`src/rtl/bip1_pkg.sv`:
```
// -----------------------------------------------------------------------------
// bip1_pkg
// Shared BIP1 definitions: program-loader state encoding, loader framing
// constants (sync byte, terminating word, inter-byte timeout) and the HLT
// opcode that the CPU decoder also uses.
// -----------------------------------------------------------------------------
package bip1_pkg;

  // Program-loader states.
  typedef enum logic [2:0] {
    LDR_IDLE,
    LDR_WAIT_LO,
    LDR_WAIT_HI,
    LDR_DONE,
    LDR_ERROR
  } ldr_state_e;

  // BIP1 instructions carry a 5-bit opcode in the top bits; HLT is all zeros.
  localparam logic [4:0] OPCODE_HLT = 5'b00000;

  // Byte that opens a load session.
  localparam logic [7:0] LDR_SYNC_BYTE = 8'hA5;

  // A load ends after writing "HLT 0", so the CPU stops cleanly at the end of
  // the program it was given.
  localparam logic [15:0] LDR_END_WORD = {OPCODE_HLT, 11'd0};

  // Idle clock cycles tolerated between two bytes of one session.
  localparam int unsigned LDR_TIMEOUT_CYCLES = 100000;

endpackage

```
`src/rtl/bip1_loader_timeout.sv`:
```
// -----------------------------------------------------------------------------
// bip1_loader_timeout
// Inter-byte watchdog for the program loader: a down-counter that is reloaded
// to LIMIT-1 on every received byte, cleared while no session is running, and
// counts down (saturating at zero) while a session waits for data.
//
// Ports:
//   i_clk      system clock
//   i_rst      asynchronous active-high reset (counter -> 0)
//   i_load     reload to LIMIT-1 (highest priority)
//   i_clear    force the counter to 0
//   i_en       decrement by one, stopping at 0
//   o_expired  counter is 0; only meaningful while the loader is waiting
// -----------------------------------------------------------------------------
module bip1_loader_timeout #(
  parameter int unsigned LIMIT = 100000
) (
  input  logic i_clk,
  input  logic i_rst,
  input  logic i_load,
  input  logic i_clear,
  input  logic i_en,
  output logic o_expired
);

  localparam int NB_CNT = $clog2(LIMIT + 1);

  logic [NB_CNT-1:0] cnt_q;
  logic [NB_CNT-1:0] cnt_d;

  always_comb begin
    cnt_d = cnt_q;
    if (i_load) begin
      cnt_d = NB_CNT'(LIMIT - 1);
    end else if (i_clear) begin
      cnt_d = '0;
    end else if (i_en && (cnt_q != '0)) begin
      cnt_d = cnt_q - 1'b1;
    end
  end

  always_ff @(posedge i_clk or posedge i_rst) begin
    if (i_rst) begin
      cnt_q <= '0;
    end else begin
      cnt_q <= cnt_d;
    end
  end

  // Reloaded to LIMIT-1 by a byte, this reaches 0 exactly LIMIT-1 idle cycles
  // later, so the loader gives up on the LIMIT-th edge without a byte.
  assign o_expired = (cnt_q == '0);

endmodule

```
`src/rtl/bip1_program_loader.sv`:
```
// -----------------------------------------------------------------------------
// bip1_program_loader
// Writer side of the BIP1 program memory. A session opens with SYNC_BYTE and
// then carries 16-bit instructions as low byte / high byte pairs; each word is
// written to consecutive addresses starting at 0. The session completes after
// END_WORD has been written, and aborts on an inter-byte timeout or when the
// last address is written without END_WORD. The CPU is held in reset unless
// the most recent session completed normally.
//
// Ports:
//   i_clk, i_rst     clock, asynchronous active-high reset
//   i_rx_data        byte from UART RX, valid while i_rx_done=1
//   i_rx_done        one-cycle strobe per received byte
//   o_wr_en          one-cycle program-memory write strobe
//   o_wr_addr        write address
//   o_wr_data        write data
//   o_cpu_rst        CPU reset request (active-high)
//   o_busy           session in progress
//   o_done           last session completed normally
//   o_error          last session aborted
//   o_word_count     words written in the current or last session
// -----------------------------------------------------------------------------
module bip1_program_loader
  import bip1_pkg::*;
#(
  parameter int unsigned           NB_INSTRUC        = 16,
  parameter int unsigned           NB_ADDR           = 11,
  parameter int unsigned           NB_BYTE           = 8,
  parameter int unsigned           RAM_DEPTH_PROGRAM = 2048,
  parameter logic [NB_BYTE-1:0]    SYNC_BYTE         = LDR_SYNC_BYTE,
  parameter logic [NB_INSTRUC-1:0] END_WORD          = LDR_END_WORD,
  parameter int unsigned           TIMEOUT_CYCLES    = LDR_TIMEOUT_CYCLES
) (
  input  logic                  i_clk,
  input  logic                  i_rst,
  input  logic [NB_BYTE-1:0]    i_rx_data,
  input  logic                  i_rx_done,
  output logic                  o_wr_en,
  output logic [NB_ADDR-1:0]    o_wr_addr,
  output logic [NB_INSTRUC-1:0] o_wr_data,
  output logic                  o_cpu_rst,
  output logic                  o_busy,
  output logic                  o_done,
  output logic                  o_error,
  output logic [NB_ADDR:0]      o_word_count
);

  ldr_state_e            state_q,   state_d;
  logic [NB_BYTE-1:0]    lo_q,      lo_d;
  logic [NB_ADDR-1:0]    addr_q,    addr_d;
  logic                  wr_en_q,   wr_en_d;
  logic [NB_ADDR-1:0]    wr_addr_q, wr_addr_d;
  logic [NB_INSTRUC-1:0] wr_data_q, wr_data_d;
  logic                  cpu_rst_q, cpu_rst_d;
  logic                  busy_q,    busy_d;
  logic                  done_q,    done_d;
  logic                  error_q,   error_d;
  logic [NB_ADDR:0]      count_q,   count_d;

  logic                  in_wait;
  logic                  tmo_expired;
  logic                  timeout_hit;
  logic                  sync_seen;
  logic                  last_addr;
  logic [NB_INSTRUC-1:0] word;

  assign in_wait   = (state_q == LDR_WAIT_LO) || (state_q == LDR_WAIT_HI);
  // A byte on the expiry cycle wins over the timeout.
  assign timeout_hit = in_wait && tmo_expired && !i_rx_done;
  assign sync_seen = i_rx_done && (i_rx_data == SYNC_BYTE);
  assign last_addr = (addr_q == NB_ADDR'(RAM_DEPTH_PROGRAM - 1));
  assign word      = {i_rx_data, lo_q};

  bip1_loader_timeout #(
    .LIMIT (TIMEOUT_CYCLES)
  ) u_timeout (
    .i_clk     (i_clk),
    .i_rst     (i_rst),
    .i_load    (i_rx_done),
    .i_clear   (!in_wait),
    .i_en      (in_wait),
    .o_expired (tmo_expired)
  );

  always_comb begin
    // NOTE: every variable assigned here gets a default first; a path that
    // left one unassigned would infer a latch.
    state_d   = state_q;
    lo_d      = lo_q;
    addr_d    = addr_q;
    wr_en_d   = 1'b0;
    wr_addr_d = wr_addr_q;
    wr_data_d = wr_data_q;
    cpu_rst_d = cpu_rst_q;
    busy_d    = busy_q;
    done_d    = done_q;
    error_d   = error_q;
    count_d   = count_q;

    unique case (state_q)
      LDR_IDLE, LDR_DONE, LDR_ERROR: begin
        // Status flags follow the terminal state one cycle after entry, so
        // o_done / o_cpu_rst release appear the cycle after the final write.
        if (state_q == LDR_DONE) begin
          busy_d    = 1'b0;
          done_d    = 1'b1;
          cpu_rst_d = 1'b0;
        end else if (state_q == LDR_ERROR) begin
          busy_d    = 1'b0;
          error_d   = 1'b1;
          cpu_rst_d = 1'b1;
        end
        if (sync_seen) begin
          state_d   = LDR_WAIT_LO;
          busy_d    = 1'b1;
          cpu_rst_d = 1'b1;
          done_d    = 1'b0;
          error_d   = 1'b0;
          count_d   = '0;
          addr_d    = '0;
        end
      end

      LDR_WAIT_LO: begin
        // Inside a session every byte is data, including SYNC_BYTE.
        if (i_rx_done) begin
          lo_d    = i_rx_data;
          state_d = LDR_WAIT_HI;
        end else if (timeout_hit) begin
          state_d = LDR_ERROR;
        end
      end

      LDR_WAIT_HI: begin
        if (i_rx_done) begin
          wr_en_d   = 1'b1;
          wr_addr_d = addr_q;
          wr_data_d = word;
          addr_d    = addr_q + 1'b1;
          count_d   = count_q + 1'b1;
          if (word == END_WORD) begin
            state_d = LDR_DONE;
          end else if (last_addr) begin
            // Never wrap onto address 0: a full memory without END_WORD aborts.
            state_d = LDR_ERROR;
          end else begin
            state_d = LDR_WAIT_LO;
          end
        end else if (timeout_hit) begin
          // The half-received word is simply dropped.
          state_d = LDR_ERROR;
        end
      end

      default: state_d = LDR_IDLE;
    endcase
  end

  always_ff @(posedge i_clk or posedge i_rst) begin
    if (i_rst) begin
      state_q   <= LDR_IDLE;
      lo_q      <= '0;
      addr_q    <= '0;
      wr_en_q   <= 1'b0;
      wr_addr_q <= '0;
      wr_data_q <= '0;
      cpu_rst_q <= 1'b1;
      busy_q    <= 1'b0;
      done_q    <= 1'b0;
      error_q   <= 1'b0;
      count_q   <= '0;
    end else begin
      // NOTE: non-blocking assignments so every register samples the values
      // from before this edge, independent of statement order.
      state_q   <= state_d;
      lo_q      <= lo_d;
      addr_q    <= addr_d;
      wr_en_q   <= wr_en_d;
      wr_addr_q <= wr_addr_d;
      wr_data_q <= wr_data_d;
      cpu_rst_q <= cpu_rst_d;
      busy_q    <= busy_d;
      done_q    <= done_d;
      error_q   <= error_d;
      count_q   <= count_d;
    end
  end

  assign o_wr_en      = wr_en_q;
  assign o_wr_addr    = wr_addr_q;
  assign o_wr_data    = wr_data_q;
  assign o_cpu_rst    = cpu_rst_q;
  assign o_busy       = busy_q;
  assign o_done       = done_q;
  assign o_error      = error_q;
  assign o_word_count = count_q;

endmodule

```
`config.mk`:
```
export PLATFORM = sky130hd
export DESIGN_NAME = bip1_program_loader
export DESIGN_NICKNAME = d
export VERILOG_FILES = /design/src/rtl/bip1_pkg.sv /design/src/rtl/bip1_loader_timeout.sv /design/src/rtl/bip1_program_loader.sv
export SDC_FILE = /design/constraint.sdc
export NUM_CORES = 1
export LEC_CHECK = 0
export ABC_AREA = 1
export CORE_UTILIZATION = 55
export CTS_CLUSTER_DIAMETER = 150
export DETAILED_ROUTE_END_ITERATION = 6
export HOLD_SLACK_MARGIN = 0.08
export PLACE_DENSITY_LB_ADDON = 0.25
export SYNTH_ARGS = -nofsm -noshare
export SYNTH_HDL_FRONTEND = slang
export SYNTH_SLANG_ARGS = --single-unit
```
`constraint.sdc`:
```
create_clock -name i_clk -period 2.72 [get_ports i_clk]
set_input_delay 0.272 -clock i_clk [delete_from_list [all_inputs] [get_ports i_clk]]
set_output_delay 0.272 -clock i_clk [all_outputs]
set_load 0.05 [all_outputs]
```
==> flow_summary.json, run 1 <==
{
  "status": "finished, final reports clean",
  "reg2reg_from": "state_q[2]",
  "cts_tree": "done",
  "yosys_warnings": 0,
  "setup_slack_ns": 0.754,
  "async_flop_share_pct": 100,
  "rsz0062_at_grt": "false",
  "syn_nets": 558,
  "drt_iter0_markers": 171,
  "cpMaxStageDelayCell": "clkdlybuf4s50_1",
  "die_w_um": 89.3,
  "cts_buffer_depth": 2,
  "path_delay_family": "buffers and inverters",
  "path_buf_inv": 1,
  "p_int_mw": 2.87,
  "gp_congestion": 0.892,
  "cts_resized": 0,
  "grtUsageTotal_pct": 26.3,
  "yosysTopAreaCellShare_pct": 49.0,
  "portBuffers": 54,
  "synth_top_cells_by_count": "149 x nand2_1, 82 x dfrtp_1, 77 x nor2_1",
  "via_per_inst": 5.36,
  "antenna_found_initial": 0,
  "synth_edf_count": 0,
  "firstDrtPassIters": 5,
  "dp.cells": 687,
  "cts_hold_buf": 0,
  "cp_data_required_time_ns": 2.45,
  "tns_ns": 0,
  "die_y_um": 89.3,
  "final_util_pct": 68.5,
  "critPathKind": "reg -> out",
  "startpoint_type": "register",
  "timing_max_transition_violations_final": 0,
  "max_slew.worst_pin.slew_ns": 0.541,
  "irDropWorstVdd_mv": 0.641,
  "finalCriticalPeriod_ns": 1.97,
  "yosysSeqAreaShare_pct": 49.6,
  "timing.rr.end": "u_timeout.cnt_q[1]",
  "syn_to_final_growth_pct": 19.4,
  "skew_ns": 0.0116,
  "place_area_mm2": 0.00482,
  "instances_no_fill": 702,
  "grt_pass1_wl_um": 15900,
  "yosys.area.top_type": "dfrtp_1",
  "synth_ff_type": "dfrtp_1",
  "wl_um": 9620,
  "core_mm2": 0.00729,
  "setup_viol": 0,
  "die_area_mm2": 0.00797,
  "worstPathCellList": "clkdlybuf4s50_1",
  "grt_pass1_vias": 3542,
  "fillers": 640,
  "switching_share_pct": 48.8,
  "start_util_pct": 57.4,
  "syn_area_mm2": 0.00419,
  "numCtsBuffers": 9,
  "powerDensity_mw_per_mm2": 1120,
  "ant_nets": 0,
  "grt_max_degree": 54,
  "htreeDepth": 3,
  "yosysMostFrequentCell": "nand2_1",
  "synthCells": 543,
  "cp.arrival_ns": 1.69,
  "path_clk_slew_ns": 0.09,
  "cap_violations": 0,
  "cts_setup_buffers": 0,
  "leakage_nw": 2.36,
  "drive_gt1_share_pct": 5.47,
  "totalPowerFinal_mw": 5.60,
  "synth_area_per_cell_um2": 7.71,
  "critPathMaxStageDelay_ns": 0.80,
  "seq_power_share_pct": 37.2,
  "rows": 31,
  "comb_power_share_pct": 48.3,
  "drc": 0,
  "final_area_mm2": 0.00500,
  "p_sw_mw": 2.74,
  "wire_per_inst_um": 13.7,
  "dp_hpwl_um": 6870,
  "crit_fanout": 2,
  "grt-ovfl-total": 0,
  "post-route-period-util_pct": 72.3,
  "yosys-top-cells-area": "dfrtp_1 49%, nand2_1 13%, nor2_1 6.9%",
  "cp-end-kind": "output port",
  "cts_root_buf": "clkbuf_8",
  "relSlewSlack_pct": 63.9,
  "fmax_ghz": 0.509,
  "hold_violations": 0,
  "worstSkewPairLatency_ns": 0.36,
  "cts_sinks": 83,
  "clkPwrFrac_pct": 14.5,
  "r2r_slack_ns": 0.76,
  "vias": 3763,
  "nets": 614,
  "hold_class": "in -> async",
  "synth_cell_types": 37,
  "diodes": 0,
  "rr_worst_depth": 6,
  "holdWs_ns": 0.258,
  "io-pin-count": 55,
  "dpl_worst_slack_ns": 0.610,
  "synth-seq-cells": 83
}
-- layout by cell type (no fill, tap or decap), drive strengths merged, types with 2 or more instances in the layout --
| cell type | n |
|---|---|
| o31ai | 5 |
| clkinv | 3 |
| clkdlybuf4s50 | 54 |
| o21bai | 2 |
| clkbuf | 10 |
| nand2 | 151 |
| ha | 4 |
| a21oi | 15 |
| o21ai | 49 |
| a21o | 2 |
| nor2 | 78 |
| dfrtp | 82 |
| clkinvlp | 2 |
| inv | 63 |
| nand3 | 33 |
| nand4 | 22 |
| xor2 | 5 |
| nor3 | 10 |
| buf | 4 |
-- state kept, by name, summed over array words and instances (netlist names) --
register         count
o_busy               1
o_error              1
o_wr_en              1
state_q              3
o_wr_data           16
o_wr_addr           11
lo_q                 8
o_cpu_rst            1
addr_q              11
o_word_count        12
o_done               1
u_timeout.cnt_q     17
-- area by class of cell --
type                       count  area (um2)  share of cell area (%)
multi-input combinational    384        1800                    36.0
clock buffer                  10         138                    2.75
clock inverter                 5        37.5                   0.751
sequential                    83        2080                    41.6
timing repair buffer          58         583                    11.7
inverter                      63         238                    4.76
tap                           99         124                    2.48
-- cells by family after synthesis --
family | synth area share, %
AO/OA/AOI/OAI | 9.83
buffers and inverters | 7.38
flip-flops | 49.6
XOR/XNOR | 1.25
adder cells (fa/ha/maj) | 1.20
AND/OR/NAND/NOR | 30.7
-- power groups by stage --
stage	registers (mW)	clock network [mW]	logic [mW]
2_1_floorplan	2.87	0	1.07
3_3_place_gp	2.07	0	2.65
3_5_place_dp	2.09	0	2.70
4_1_cts	2.08	0.832	2.71
5_1_grt	2.14	0.878	2.96
6_report	2.08	0.814	2.71
-- worst max-delay path by stage --
stage                                endpoint         start  slack, ns  cells past startpoint
after detailed placement      o_word_count[5]  i_rx_data[2]       0.61                      8
after floorplan                     addr_q[0]         i_rst       0.31                      1
after CTS                           o_cpu_rst     o_cpu_rst       0.73                      1
final                               o_cpu_rst     o_cpu_rst       0.75                      1
after global placement        o_word_count[0]     i_rx_done       0.69                      8
after global routing      u_timeout.cnt_q[14]    state_q[2]       0.58                      7
-- routing by layer --
metal  part of all wire (%)  wire length (um)  global-route usage (%)
met5                      0                 0                       0
met4                    1.9               187                    11.7
met3                    4.8               464                    4.71
met2                     49              4680                    44.1
met1                     45              4290                    33.4
(Power assumes the default switching activity.)
==> run 2: changes to the inputs <==
clock period = 2.1 ns   (was 2.72 ns; I/O delays follow)
==> run 2 against run 1 <==
Clock-buffer cell count unchanged; critical path type unchanged; die area did not move; largest cell class unchanged; final cell count rose by 0.57%; sequential power increased by 29%; highest routed layer unchanged.
==> flow_summary.json, run 2 (synthesis gave the netlist of run 1 again) <==
{
  "gp_congestion": 0.873,
  "routed.top_layer": "met4",
  "timing.rr.end": "state_q[0]",
  "portBuffers": 54,
  "powerDensity_mw_per_mm2": 1460,
  "place_area_mm2": 0.00486,
  "rsz0062_at_grt": "false",
  "core_mm2": 0.00729,
  "syn_to_final_growth_pct": 20.3,
  "path_delay_family": "buffers and inverters",
  "top_register": "u_timeout.cnt_q",
  "drc": 0,
  "die_area_mm2": 0.00797,
  "hold_class": "in -> async",
  "path_buf_inv": 1,
  "fillers": 634,
  "rows": 31,
  "rr_worst_depth": 10,
  "via_per_inst": 5.44,
  "relSlewSlack_pct": 66.1,
  "wl_um": 9700,
  "fmax_ghz": 0.530,
  "cts_buffer_depth": 2,
  "register_area_mm2": 0.00208,
  "antenna_found_initial": 0,
  "leakage_nw": 2.38,
  "vias": 3839,
  "totalPowerFinal_mw": 7.35,
  "r2r_slack_ns": 0.31,
  "cp.arrival_ns": 1.68,
  "reg2reg_from": "addr_q[0]",
  "grtUsageTotal_pct": 26.1,
  "firstDrtPassIters": 5,
  "start_util_pct": 57.4,
  "final_area_mm2": 0.00504,
  "crit_fanout": 2,
  "drive_gt1_share_pct": 5.93,
  "critPathMaxStageDelay_ns": 0.79,
  "tns_ns": 0,
  "hold_violations": 0,
  "dp_hpwl_um": 6970,
  "numCtsBuffers": 9,
  "finalCriticalPeriod_ns": 1.89,
  "cpMaxStageDelayCell": "clkdlybuf4s50_1",
  "final_common_cell": "nand2_1",
  "cp-end-kind": "output port",
  "dpl_worst_slack_ns": 0.0163,
  "nets": 618,
  "cts_sinks": 83,
  "cp_data_required_time_ns": 1.89,
  "htreeDepth": 3,
  "skew_ns": 0.00696,
  "startpoint_type": "register",
  "grt_max_degree": 47,
  "final_util_pct": 69.1,
  "cap_violations": 0,
  "grt_pass1_wl_um": 15800,
  "die_y_um": 89.3,
  "met2WireLength_um": 4730,
  "max_slew.worst_pin.slew_ns": 0.507,
  "critPathKind": "reg -> out",
  "cts_hold_buf": 0,
  "io-pin-count": 55,
  "wire_per_inst_um": 13.7,
  "setup_viol": 0,
  "post-route-period-util_pct": 89.9,
  "drt_iter0_markers": 204,
  "grt-ovfl-total": 0,
  "final_cell_mix": "149 x nand2_1, 82 x dfrtp_1, 77 x nor2_1, 60 x inv_1, 54 x clkdlybuf4s50_1",
  "worstPathCellList": "clkdlybuf4s50_1",
  "irDropWorstVdd_mv": 0.843,
  "grt_pass1_vias": 3532,
  "routed-wl-met3_um": 567,
  "setup_slack_ns": 0.211,
  "timing_max_transition_violations_final": 0,
  "path_clk_slew_ns": 0.08,
  "status": "finished, final reports clean",
  "largest_reg_flops": 17,
  "diodes": 0,
  "cts_setup_buffers": 0,
  "ant_nets": 0,
  "cts_resized": 0,
  "multiInputGateArea_mm2": 0.00180,
  "cts_root_buf": "clkbuf_8",
  "met1_length_um": 4240,
  "worstSkewPairLatency_ns": 0.35,
  "cts_tree": "done",
  "die_w_um": 89.3
}
run 2: cell count changes in the layout (fill, tap and decap cells not counted):
cell / before / now
clkinvlp_4: 2 / 3
inv_6: 1 / 0
buf_4: 3 / 7
clkbuf_8: 10 / 9
clkbuf_1: 0 / 1
bufinv_16: 0 / 1
clkinv_4: 1 / 0
run 2: layout make-up:
| type | instances | area share [%] |
|---|---|---|
| sequential | 83 | 41.2 |
| multi-input combinational | 384 | 35.7 |
| timing repair buffer | 62 | 12.2 |
| inverter | 63 | 4.77 |
| clock buffer | 10 | 2.53 |
| tap | 99 | 2.46 |
| clock inverter | 5 | 1.09 |
run 2: worst max-delay path by stage:
stage	slack [ns]	to	cells past startpoint	start
global route	0.16	o_cpu_rst	1	o_cpu_rst
finish	0.21	o_cpu_rst	1	o_cpu_rst
global placement	0.13	o_word_count[0]	8	i_rx_done
floorplan	0.44	o_word_count[8]	8	o_word_count[0]
detailed placement	0.02	o_word_count[5]	8	i_rx_done
CTS	0.20	o_cpu_rst	1	o_cpu_rst
run 2: layer usage:
metal  track usage (%)  vias to the layer above
li1                  -                     1876
met3              6.83                       19
met5                 0                        -
met1              33.1                     1801
met4              7.65                        0
met2              44.3                      143
run 2: metrics by stage:
step	cells	hold WS, ns
finish	706	0.225
global route	706	0.270
CTS	706	0.229
detailed placement	691	0.458
global placement	691	0.454
floorplan	543	0.369
run 2: worst reg2reg max path: cells and delay by family (launching register included):
kind	cells	cell delay, ns
flip-flops	1	0.46
buffers and inverters	1	0.11
adder cells (fa/ha/maj)	1	0.32
AND/OR/NAND/NOR	8	0.79
run 2: report_power, final:
| part | switching [mW] | total, mW | leakage, nW | internal [mW] |
|---|---|---|---|---|
| clock network | 0.567 | 1.11 | 0.0881 | 0.539 |
| logic | 2.45 | 3.55 | 1.25 | 1.10 |
| registers | 0.507 | 2.69 | 1.04 | 2.18 |
| total | 3.53 | 7.35 | 2.38 | 3.82 |
